## config.mk

```make
export PLATFORM = sky130hd
export DESIGN_NAME = fold_group_stage
export DESIGN_NICKNAME = d
export VERILOG_FILES = /design/src/rtl/fold_pkg.sv /design/src/rtl/fold_group_match.sv /design/src/rtl/fold_group_stage.sv
export SDC_FILE = /design/constraint.sdc
export NUM_CORES = 1
export LEC_CHECK = 0
export ABC_CLOCK_PERIOD_IN_PS = 3390
export BUFFER_PORTS_ARGS = -buffer_cell sky130_fd_sc_hd__buf_2
export CORE_MARGIN = 2
export CORE_UTILIZATION = 54
export CTS_BUF_LIST = sky130_fd_sc_hd__clkbuf_2
export DETAILED_ROUTE_END_ITERATION = 10
export PLACE_DENSITY_LB_ADDON = 0.05
export SYNTH_ARGS = -nofsm -noshare
export SYNTH_HDL_FRONTEND = slang
export SYNTH_HIERARCHICAL = 1
export SYNTH_SLANG_ARGS = --single-unit
```

## constraint.sdc

```tcl
create_clock -name clk -period 3.39 [get_ports clk]
set_clock_uncertainty 0.15 [all_clocks]
set_input_delay 0.339 -clock clk [delete_from_list [all_inputs] [get_ports clk]]
set_output_delay 0.339 -clock clk [all_outputs]
set_load 0.01 [all_outputs]
```

## src/rtl/fold_pkg.sv

```systemverilog
// Shared definitions for the instruction-folding group detector: fold-class
// bit positions, group identifiers and the length of each fold group.
package fold_pkg;

   // Width of one per-entry fold-class field
   localparam int CLS_W = 6;

   // Fold-class bit positions inside a class field
   localparam int NF  = 0;
   localparam int LV  = 1;
   localparam int OP  = 2;
   localparam int BG2 = 3;
   localparam int BG1 = 4;
   localparam int MEM = 5;

   typedef logic [CLS_W-1:0] cls_t;

   // Single-bit masks for each class, handy for testing a class field
   localparam cls_t M_NF  = cls_t'(1) << NF;
   localparam cls_t M_LV  = cls_t'(1) << LV;
   localparam cls_t M_OP  = cls_t'(1) << OP;
   localparam cls_t M_BG2 = cls_t'(1) << BG2;
   localparam cls_t M_BG1 = cls_t'(1) << BG1;
   localparam cls_t M_MEM = cls_t'(1) << MEM;

   // Group identifiers; G_NONE means nothing was folded
   localparam int N_GRP = 9;
   localparam logic [3:0] G_NONE = 4'd0;
   localparam logic [3:0] G1     = 4'd1;
   localparam logic [3:0] G2     = 4'd2;
   localparam logic [3:0] G3     = 4'd3;
   localparam logic [3:0] G4     = 4'd4;
   localparam logic [3:0] G5     = 4'd5;
   localparam logic [3:0] G6     = 4'd6;
   localparam logic [3:0] G7     = 4'd7;
   localparam logic [3:0] G8     = 4'd8;
   localparam logic [3:0] G9     = 4'd9;

   // Bytecodes consumed by each group, indexed by group number (0 unused)
   localparam logic [2:0] GRP_LEN [N_GRP+1] =
      '{3'd0, 3'd4, 3'd3, 3'd3, 3'd3, 3'd2, 3'd2, 3'd2, 3'd2, 3'd2};

   // True when a valid entry carries the class selected by mask
   function automatic logic has_cls(input cls_t c, input logic v, input cls_t mask);
      return v & (|(c & mask));
   endfunction

endpackage

```

## src/rtl/fold_group_match.sv

```systemverilog
// Combinational fold-group matcher: picks the longest enabled group that
// starts at window entry 0, lowest group number on equal length.
module fold_group_match
   import fold_pkg::*;
#(
   parameter int         WIN      = 4,
   parameter int         MAX_FOLD = 4,
   parameter logic [8:0] GRP_EN   = 9'h1FF
) (
   input  logic [WIN*CLS_W-1:0] win_type_i,
   input  logic [WIN-1:0]       win_vld_i,
   input  logic                 foe_i,
   output logic [2:0]           len_o,
   output logic [3:0]           grp_o,
   output logic                 notvalid_o
);

   // Window padded to four entries; missing entries read as invalid
   logic [4*CLS_W-1:0] typ_pad;
   logic [3:0]         vld_pad;
   logic [3:0]         is_lv, is_op, is_bg2, is_bg1, is_mem;
   logic [9:1]         hit;
   logic [9:1]         cand;

   assign typ_pad = (4*CLS_W)'(win_type_i);
   assign vld_pad = 4'(win_vld_i);

   // Per-entry class decode, qualified by the entry valid bit
   always_comb begin
      is_lv  = '0;
      is_op  = '0;
      is_bg2 = '0;
      is_bg1 = '0;
      is_mem = '0;
      for (int i = 0; i < 4; i++) begin
         is_lv[i]  = has_cls(typ_pad[i*CLS_W +: CLS_W], vld_pad[i], M_LV);
         is_op[i]  = has_cls(typ_pad[i*CLS_W +: CLS_W], vld_pad[i], M_OP);
         is_bg2[i] = has_cls(typ_pad[i*CLS_W +: CLS_W], vld_pad[i], M_BG2);
         is_bg1[i] = has_cls(typ_pad[i*CLS_W +: CLS_W], vld_pad[i], M_BG1);
         is_mem[i] = has_cls(typ_pad[i*CLS_W +: CLS_W], vld_pad[i], M_MEM);
      end
   end

   // Raw pattern match of every group against the window
   always_comb begin
      hit[1] = is_lv[0] & is_lv[1]  & is_op[2]  & is_mem[3];
      hit[2] = is_lv[0] & is_lv[1]  & is_op[2];
      hit[3] = is_lv[0] & is_lv[1]  & is_bg2[2];
      hit[4] = is_lv[0] & is_op[1]  & is_mem[2];
      hit[5] = is_lv[0] & is_bg2[1];
      hit[6] = is_lv[0] & is_bg1[1];
      hit[7] = is_lv[0] & is_op[1];
      hit[8] = is_lv[0] & is_mem[1];
      hit[9] = is_op[0] & is_mem[1];
   end

   // Candidates: matched, enabled, and short enough for this configuration
   always_comb begin
      cand = '0;
      for (int g = 1; g <= N_GRP; g++) begin
         cand[g] = foe_i & GRP_EN[g-1] & hit[g]
                 & (int'(GRP_LEN[g]) <= MAX_FOLD)
                 & (int'(GRP_LEN[g]) <= WIN);
      end
   end

   // Longest candidate wins; scanning downward lets the lowest number win ties
   always_comb begin
      len_o      = 3'd0;
      grp_o      = G_NONE;
      notvalid_o = ~vld_pad[0];
      if (vld_pad[0]) begin
         len_o = 3'd1;
         for (int g = N_GRP; g >= 1; g--) begin
            if (cand[g] && (GRP_LEN[g] >= len_o)) begin
               len_o = GRP_LEN[g];
               grp_o = 4'(g);
            end
         end
      end
   end

endmodule

```

## src/rtl/fold_group_stage.sv

```systemverilog
// Registered fold-group stage: one-entry valid/ready output register in
// front of decode/issue, plus saturating per-length fold statistics.
module fold_group_stage
   import fold_pkg::*;
#(
   parameter int         WIN      = 4,
   parameter int         MAX_FOLD = 4,
   parameter logic [8:0] GRP_EN   = 9'h1FF,
   parameter int         CNT_W    = 16
) (
   input  logic                 clk,
   input  logic                 reset_l,
   input  logic                 foe,
   input  logic [WIN*CLS_W-1:0] win_type,
   input  logic [WIN-1:0]       win_vld,
   input  logic                 in_valid,
   output logic                 in_ready,
   output logic                 out_valid,
   input  logic                 out_ready,
   output logic [2:0]           out_len,
   output logic [3:0]           out_grp,
   output logic                 out_notvalid,
   input  logic                 cnt_clr,
   input  logic [1:0]           cnt_sel,
   output logic [CNT_W-1:0]     cnt_val
);

   logic             vld_q, vld_d;
   logic [2:0]       len_q, len_d;
   logic [3:0]       grp_q, grp_d;
   logic             nv_q, nv_d;
   logic [CNT_W-1:0] cnt_q [4];
   logic [CNT_W-1:0] cnt_d [4];

   logic [2:0]       m_len;
   logic [3:0]       m_grp;
   logic             m_nv;
   logic             cap;
   logic             fire;
   logic [1:0]       inc_idx;

   fold_group_match #(
      .WIN      (WIN),
      .MAX_FOLD (MAX_FOLD),
      .GRP_EN   (GRP_EN)
   ) u_match (
      .win_type_i (win_type),
      .win_vld_i  (win_vld),
      .foe_i      (foe),
      .len_o      (m_len),
      .grp_o      (m_grp),
      .notvalid_o (m_nv)
   );

   assign in_ready = ~vld_q | out_ready;
   assign cap      = in_valid & in_ready;
   assign fire     = vld_q & out_ready;

   // Output register next state: load on capture, drain on consume, else hold
   always_comb begin
      vld_d = vld_q;
      len_d = len_q;
      grp_d = grp_q;
      nv_d  = nv_q;
      if (cap) begin
         vld_d = 1'b1;
         len_d = m_len;
         grp_d = m_grp;
         nv_d  = m_nv;
      end else if (out_ready) begin
         vld_d = 1'b0;
      end
   end

   // Output register; reset discards any pending decision
   always_ff @(posedge clk or negedge reset_l) begin
      if (!reset_l) begin
         vld_q <= 1'b0;
         len_q <= 3'd0;
         grp_q <= G_NONE;
         nv_q  <= 1'b0;
      end else begin
         vld_q <= vld_d;
         len_q <= len_d;
         grp_q <= grp_d;
         nv_q  <= nv_d;
      end
   end

   assign out_valid    = vld_q;
   assign out_len      = len_q;
   assign out_grp      = grp_q;
   assign out_notvalid = nv_q;

   // Statistics next state: clear wins, otherwise saturating bump on consume
   always_comb begin
      inc_idx = 2'(len_q - 3'd1);
      for (int i = 0; i < 4; i++) begin
         cnt_d[i] = cnt_q[i];
      end
      if (cnt_clr) begin
         for (int i = 0; i < 4; i++) begin
            cnt_d[i] = '0;
         end
      end else if (fire && (len_q != 3'd0) && (cnt_q[inc_idx] != '1)) begin
         cnt_d[inc_idx] = cnt_q[inc_idx] + CNT_W'(1);
      end
   end

   // Statistics counter flops
   always_ff @(posedge clk or negedge reset_l) begin
      if (!reset_l) begin
         for (int i = 0; i < 4; i++) begin
            cnt_q[i] <= '0;
         end
      end else begin
         for (int i = 0; i < 4; i++) begin
            cnt_q[i] <= cnt_d[i];
         end
      end
   end

   assign cnt_val = cnt_q[cnt_sel];

endmodule

```

==> reports/metrics.yaml, run 1 <==
cp.required_ps: 3610
drt_pre_antenna_iters: 4
synth.area.top_cells: "dfrtp_1, mux4_2, a211oi_1, a21oi_1, mux4_1"
synth.top_cell.area_share_pct: 41.2
fin_crit_ps: 3260
row_count: 33
cts_tree: "built"
port_buffers: 48
rsz0062_at_grt: "no"
relSlewSlack_pct: 16.9
async_flop_share_pct: 100
grt_overflow_total: 0
cp-end-kind: "register"
crit_path_start_kind: "register"
grt_util_all_layers_pct: 26.8
grt_pass1_wl_um: 18000
grt_pass1_vias: 3382
synth_area_mm2: 0.00444
ios: 62
synth_top_area_cell: "dfrtp_1"
setup_viol: 0
post_drt_via_cell_ratio: 6.49
root_buffer: "clkbuf_2"
rr_worst_depth: 8
path_max_fanout: 12
numCtsBuffers: 9
cp_data_arrival_time_ps: 3480
synth.most_common_cell: "dfrtp_1"
fmax_mhz: 307
cellPowerDensity_mw_per_mm2: 362
stdcell_area_mm2: 0.00490
drc_errors: 0
synthTopCellsByCount: "dfrtp_1, a21oi_1, a211oi_1"
cts_max_path_buffers: 2
fin_setup_tns_ps: 0
wirelength_um: 11500
ys_types: 41
die_w_um: 94.6
antenna_found_initial: 0
die-area_mm2: 0.00896
routed-via-count: 3555
ys_seq_area_share_pct: 41.2
mappedNetlistNets: 435
grt_max_degree: 74
clk_latency_ps: 550
core_area_mm2: 0.00809
ir_drop_mv: 0.199
gp_congestion: 0.842
dpl-instance-area_mm2: 0.00468
ys_warn_count: 6
synth_cells: 394
dpl.hpwl_um: 7260
n_antenna_cell: 0
wire_per_inst_um: 21.0
clk_pin_slew_ps: 210
layout-drive-gt1-share_pct: 30.2
fin_nets: 479
syn2layout_area_growth_pct: 10.4
outcome: "complete, no violations"
start_util_pct: 54.8
worstSetupPathType: "register to register"
drtIter0Drc: 276
synthFlopType: "dfrtp_1"
antenna_left: 0
p_leak_nw: 2.04
whs_path_depth: 4
drv_cap: 0
syn_avg_cell_area_um2: 11.3
hold_viol: 0
synth_edf_count: 0
worstMarginPinSlew_ps: 1250
ctsHtreeMaxLevel: 3
slew_violations: 0
hold_class: "primary input to register"
hold_slack_ps: 74.7
ys_ff_latch: 73
post-route-period-util_pct: 96.2
cts_sinks: 73
power_mw: 1.77
fin_util_pct: 60.5
die_h_um: 94.6
## worst paths after layout
check,start,to,slack (ps)
min in group asynchronous,reset_l,cnt_q[58],370
worst max register to register,out_len[1],cnt_q[5],130
max in group asynchronous,reset_l,cnt_q[31],2090
worst max-delay path,out_len[1],cnt_q[5],130
worst min register to register,out_grp[1],out_grp[1],380
worst min-delay path,win_type[15],out_grp[0],70
## flip-flops by register name, summed over array words and instances (netlist names)
| signal | count |
|---|---|
| cnt_q | 64 |
| out_grp | 4 |
| out_len | 3 |
| out_notvalid | 1 |
| out_valid | 1 |
## critical path: stages (launching register included)
cell and delay (ps):
dfrtp_1 450, inv_1 90, ha_1 390, buf_4 220, mux4_1 410, nand4_1 230, nor4_4 100, nor2_1 850
a211oi_1 190
## cells in the final DEF (no fill, tap or decap), types with 9 or more instances in the layout
| master | n |
|---|---|
| buf_2 | 48 |
| dfrtp_1 | 73 |
| buf_4 | 15 |
| mux4_1 | 9 |
| nor3_1 | 27 |
| clkbuf_2 | 9 |
| a21oi_1 | 54 |
| xnor2_1 | 13 |
| nor2_1 | 10 |
| a211oi_1 | 48 |
| mux4_2 | 23 |
| nand2_1 | 13 |
| a21oi_2 | 12 |
## cell families after synthesis
kind of cell / share of synthesized area [%]
compound gates: 18.7
simple gates: 11.1
xor+xnor: 2.76
mux: 19.1
fa+ha+maj: 1.41
buf+inv: 5.72
flops: 41.2
## report_power, final
group	switching, mW	internal [mW]	leakage [nW]
Combinational	0.159	0.117	0.950
Sequential	0.0175	0.894	1.01
Clock	0.341	0.244	0.0819
Total	0.517	1.26	2.04
## stage by stage
stage / std cells / worst slack, ps
after detailed placement: 526 / 12.4
after floorplan: 394 / 90.8
after CTS: 546 / 53.9
after global placement: 526 / 199
after global routing: 548 / 1.48
final: 548 / 129
## what timing repair did
item | 4_1_cts | 5_1_grt
endpoints found under the setup margin | 7 | 40
pin swaps | 0 | 0
resized for setup | 1 | 6
hold buffers | 4 | 0
hold endpoints to repair | 75 | 0
buffers inserted | 0 | 2
## metal layers
metal	up-vias	GRT usage [%]	wire length, um
met5	-	0	0
met4	0	6.64	170
met3	19	5.11	687
met2	135	40.9	5530
met1	1776	39.8	5110
li1	1625	-	-
## area by class of cell
class | count | area [um2]
inverters | 6 | 22.5
fillers | 698 | 3190
flip-flops and latches | 73 | 1830
clock buffers | 9 | 45.0
clock inverters | 7 | 95.1
well taps | 105 | 131
repair buffers | 68 | 404
multi-input cells | 280 | 2370
(Power assumes the default switching activity.)
==> inputs of run 2 (changes only) <==
- ABC_AREA: not set -> 1
- CORE_UTILIZATION: 54 -> 55
==> reports/metrics.yaml, run 2 <==
wirelength_um: 14000
cts_tree: "built"
n_antenna_cell: 0
setup_viol: 0
cpMaxStageDelayCell: "nand4_1"
drt_pre_antenna_iters: 5
ir_drop_mv: 0.233
start_util_pct: 56.9
synth.most_common_cell: "nand2_1"
drv_cap: 0
antenna_found_initial: 0
synthTopCellsByCount: "nand2_1, nand3_1, dfrtp_1"
root_buffer: "clkbuf_2"
fin_nets: 784
synth_area_mm2: 0.00496
cp_cell_sequence: "inv_1, ha_1, inv_2, nand3_1, nand2_1, inv_2, ha_1, nand3_2, nor2_8, nand2_8, nand4_1, o21ai_1"
p_comb_share_pct: 35.1
wire_per_inst_um: 16.3
relSlewSlack_pct: 34.7
synth_cells: 708
grt_max_degree: 74
crit_path_start_kind: "register"
antenna_left: 0
top_register: "cnt_q"
ctsHtreeMaxLevel: 3
dpl.hpwl_um: 8950
crit_buf_inv: 3
drtIter0Drc: 416
synth_edf_count: 0
p_int_mw: 1.32
finalNonFillerCells: 856
cts_setup_buffers: 0
core_area_mm2: 0.00872
synth_top_area_cell: "dfrtp_1"
die-area_mm2: 0.00980
clk_pin_slew_ps: 210
grt_util_all_layers_pct: 29.5
async_flop_share_pct: 100
grt_overflow_total: 0
worstHoldStart: "win_type[23]"
hold_class: "primary input to register"
post-route-period-util_pct: 93.1
p_sw_share_pct: 41.6
rr_worst_depth: 12
ys_warn_count: 6
syn2layout_area_growth_pct: 7.38
fin_util_pct: 61.1
stdcell_area_mm2: 0.00533
worst-r2r-setup-slack_ps: 230
synth.area.top_cells: "dfrtp_1, nand2_1, nand3_1, nor2_1, o21ai_0"
hold_slack_ps: 63.6
cts_sinks: 73
cellPowerDensity_mw_per_mm2: 423
outcome: "complete, no violations"
path_max_fanout: 11
fin_setup_tns_ps: 0
layout_common_cells: "nand2_1, nand3_1, dfrtp_1"
pwr-share-seq_pct: 42.6
grt_pass1_vias: 4724
clk_latency_ps: 550
cts_max_path_buffers: 2
fmax_mhz: 317
numPlacedInstances: 837
ys_ff_latch: 73
pwr-share-clk_pct: 22.4
timing.rr.end: "cnt_q[57]"
whs_path_depth: 5
fin_crit_ps: 3160
p_leak_nw: 2.75
routed-via-count: 4913
worstMarginPinSlew_ps: 980
cts-resized-gates: 0
synth.top_cell.area_share_pct: 36.8
drc_errors: 0
ios: 62
ys_types: 34
ys_seq_area_share_pct: 36.8
mappedNetlistNets: 749
cp_data_arrival_time_ps: 3460
switchingPower_mw: 0.936
die_h_um: 99.0
rsz0062_at_grt: "no"
slew_violations: 0
layout-drive-gt1-share_pct: 16.7
largest_register_ffs: 64
slowest_delay_ps: 500
rr_startpoint: "out_len[1]"
cp.required_ps: 3700
row_count: 34
post_drt_via_cell_ratio: 5.74
hold_buffers: 3
worstSetupPathType: "register to register"
mostFrequentLayoutCell: "nand2_1"
gp_congestion: 0.906
grt_pass1_wl_um: 23000
die_w_um: 99.0
dpl-instance-area_mm2: 0.00518
cpLargestDelayFamily: "simple AND/OR/NAND/NOR gates"
numCtsBuffers: 9
cp-end-kind: "register"
port_buffers: 48
synthFlopType: "dfrtp_1"
hold_end: "out_len[2]"
hold_viol: 0
syn_avg_cell_area_um2: 7.01
-- run 2: cell types whose count changed in the layout (fill, tap and decap cells not counted), moves of 37 or more --
cell	before	now
a211oi_1	48	0
a21oi_1	54	3
nand2_1	13	245
nand3_1	8	104
nor2_1	10	71
o21ai_0	7	44
-- run 2: worst max path at each step --
| stage | slack, ps | endpoint | startpoint | depth (start not counted) |
|---|---|---|---|---|
| 3_5_place_dp | 250 | cnt_q[59] | out_len[1] | 12 |
| 4_1_cts | 210 | cnt_q[57] | out_len[1] | 12 |
| 3_3_place_gp | 340 | cnt_q[63] | out_len[1] | 12 |
| 6_report | 230 | cnt_q[57] | out_len[1] | 12 |
| 2_1_floorplan | 460 | cnt_q[42] | out_len[0] | 17 |
| 5_1_grt | 20 | cnt_q[44] | out_len[1] | 14 |
-- run 2: power groups by stage --
| stage | combinational, mW | sequential [mW] | clock (mW) |
|---|---|---|---|
| 6_report | 0.790 | 0.959 | 0.505 |
| 5_1_grt | 0.867 | 0.967 | 0.548 |
| 4_1_cts | 0.780 | 0.959 | 0.513 |
| 3_5_place_dp | 0.775 | 0.974 | 0 |
| 3_3_place_gp | 0.767 | 0.972 | 0 |
| 2_1_floorplan | 0.567 | 0.971 | 0 |
-- run 2: cells by family (layout without fill, tap and decap cells) --
| group | after synthesis | count (layout) | share of synthesized area (%) |
|---|---|---|---|
| compound gates | 88 | 88 | 9.73 |
| simple gates | 464 | 464 | 42.9 |
| buf+inv | 69 | 109 | 7.48 |
| mux | 5 | 5 | 1.13 |
| xor+xnor | 4 | 4 | 0.706 |
| fa+ha+maj | 5 | 5 | 1.26 |
| flops | 73 | 73 | 36.8 |
-- run 2: layout make-up --
type                    instances  area (um2)
fillers                       840        3390
multi-input cells             566        2770
flip-flops and latches         73        1830
repair buffers                 58         350
inverters                      35         136
well taps                     108         135
clock inverters                 7        71.3
clock buffers                   9        45.0
-- run 2: worst register-to-register path: cells and delay by family, from the launching register on --
kind	cells	cell delay, ps
adders and majority gates	2	580
and+or+nand+nor	6	1190
buffers and inverters	3	400
AOI/OAI and AO/OA	1	350
DFF	1	430
-- run 2: stage by stage --
| stage | setup WS [ps] | power [mW] |
|---|---|---|
| global placement | 341 | 1.74 |
| floorplan | 464 | 1.54 |
| finish | 233 | 2.25 |
| CTS | 212 | 2.25 |
| detailed placement | 249 | 1.75 |
| global route | 18.2 | 2.38 |
-- run 2: per-layer routing --
metal	part of all wire (%)	GRT usage (%)
met1	42	39.0
met4	2.2	11.8
met2	48	48.4
met5	0	0
met3	8.2	4.68
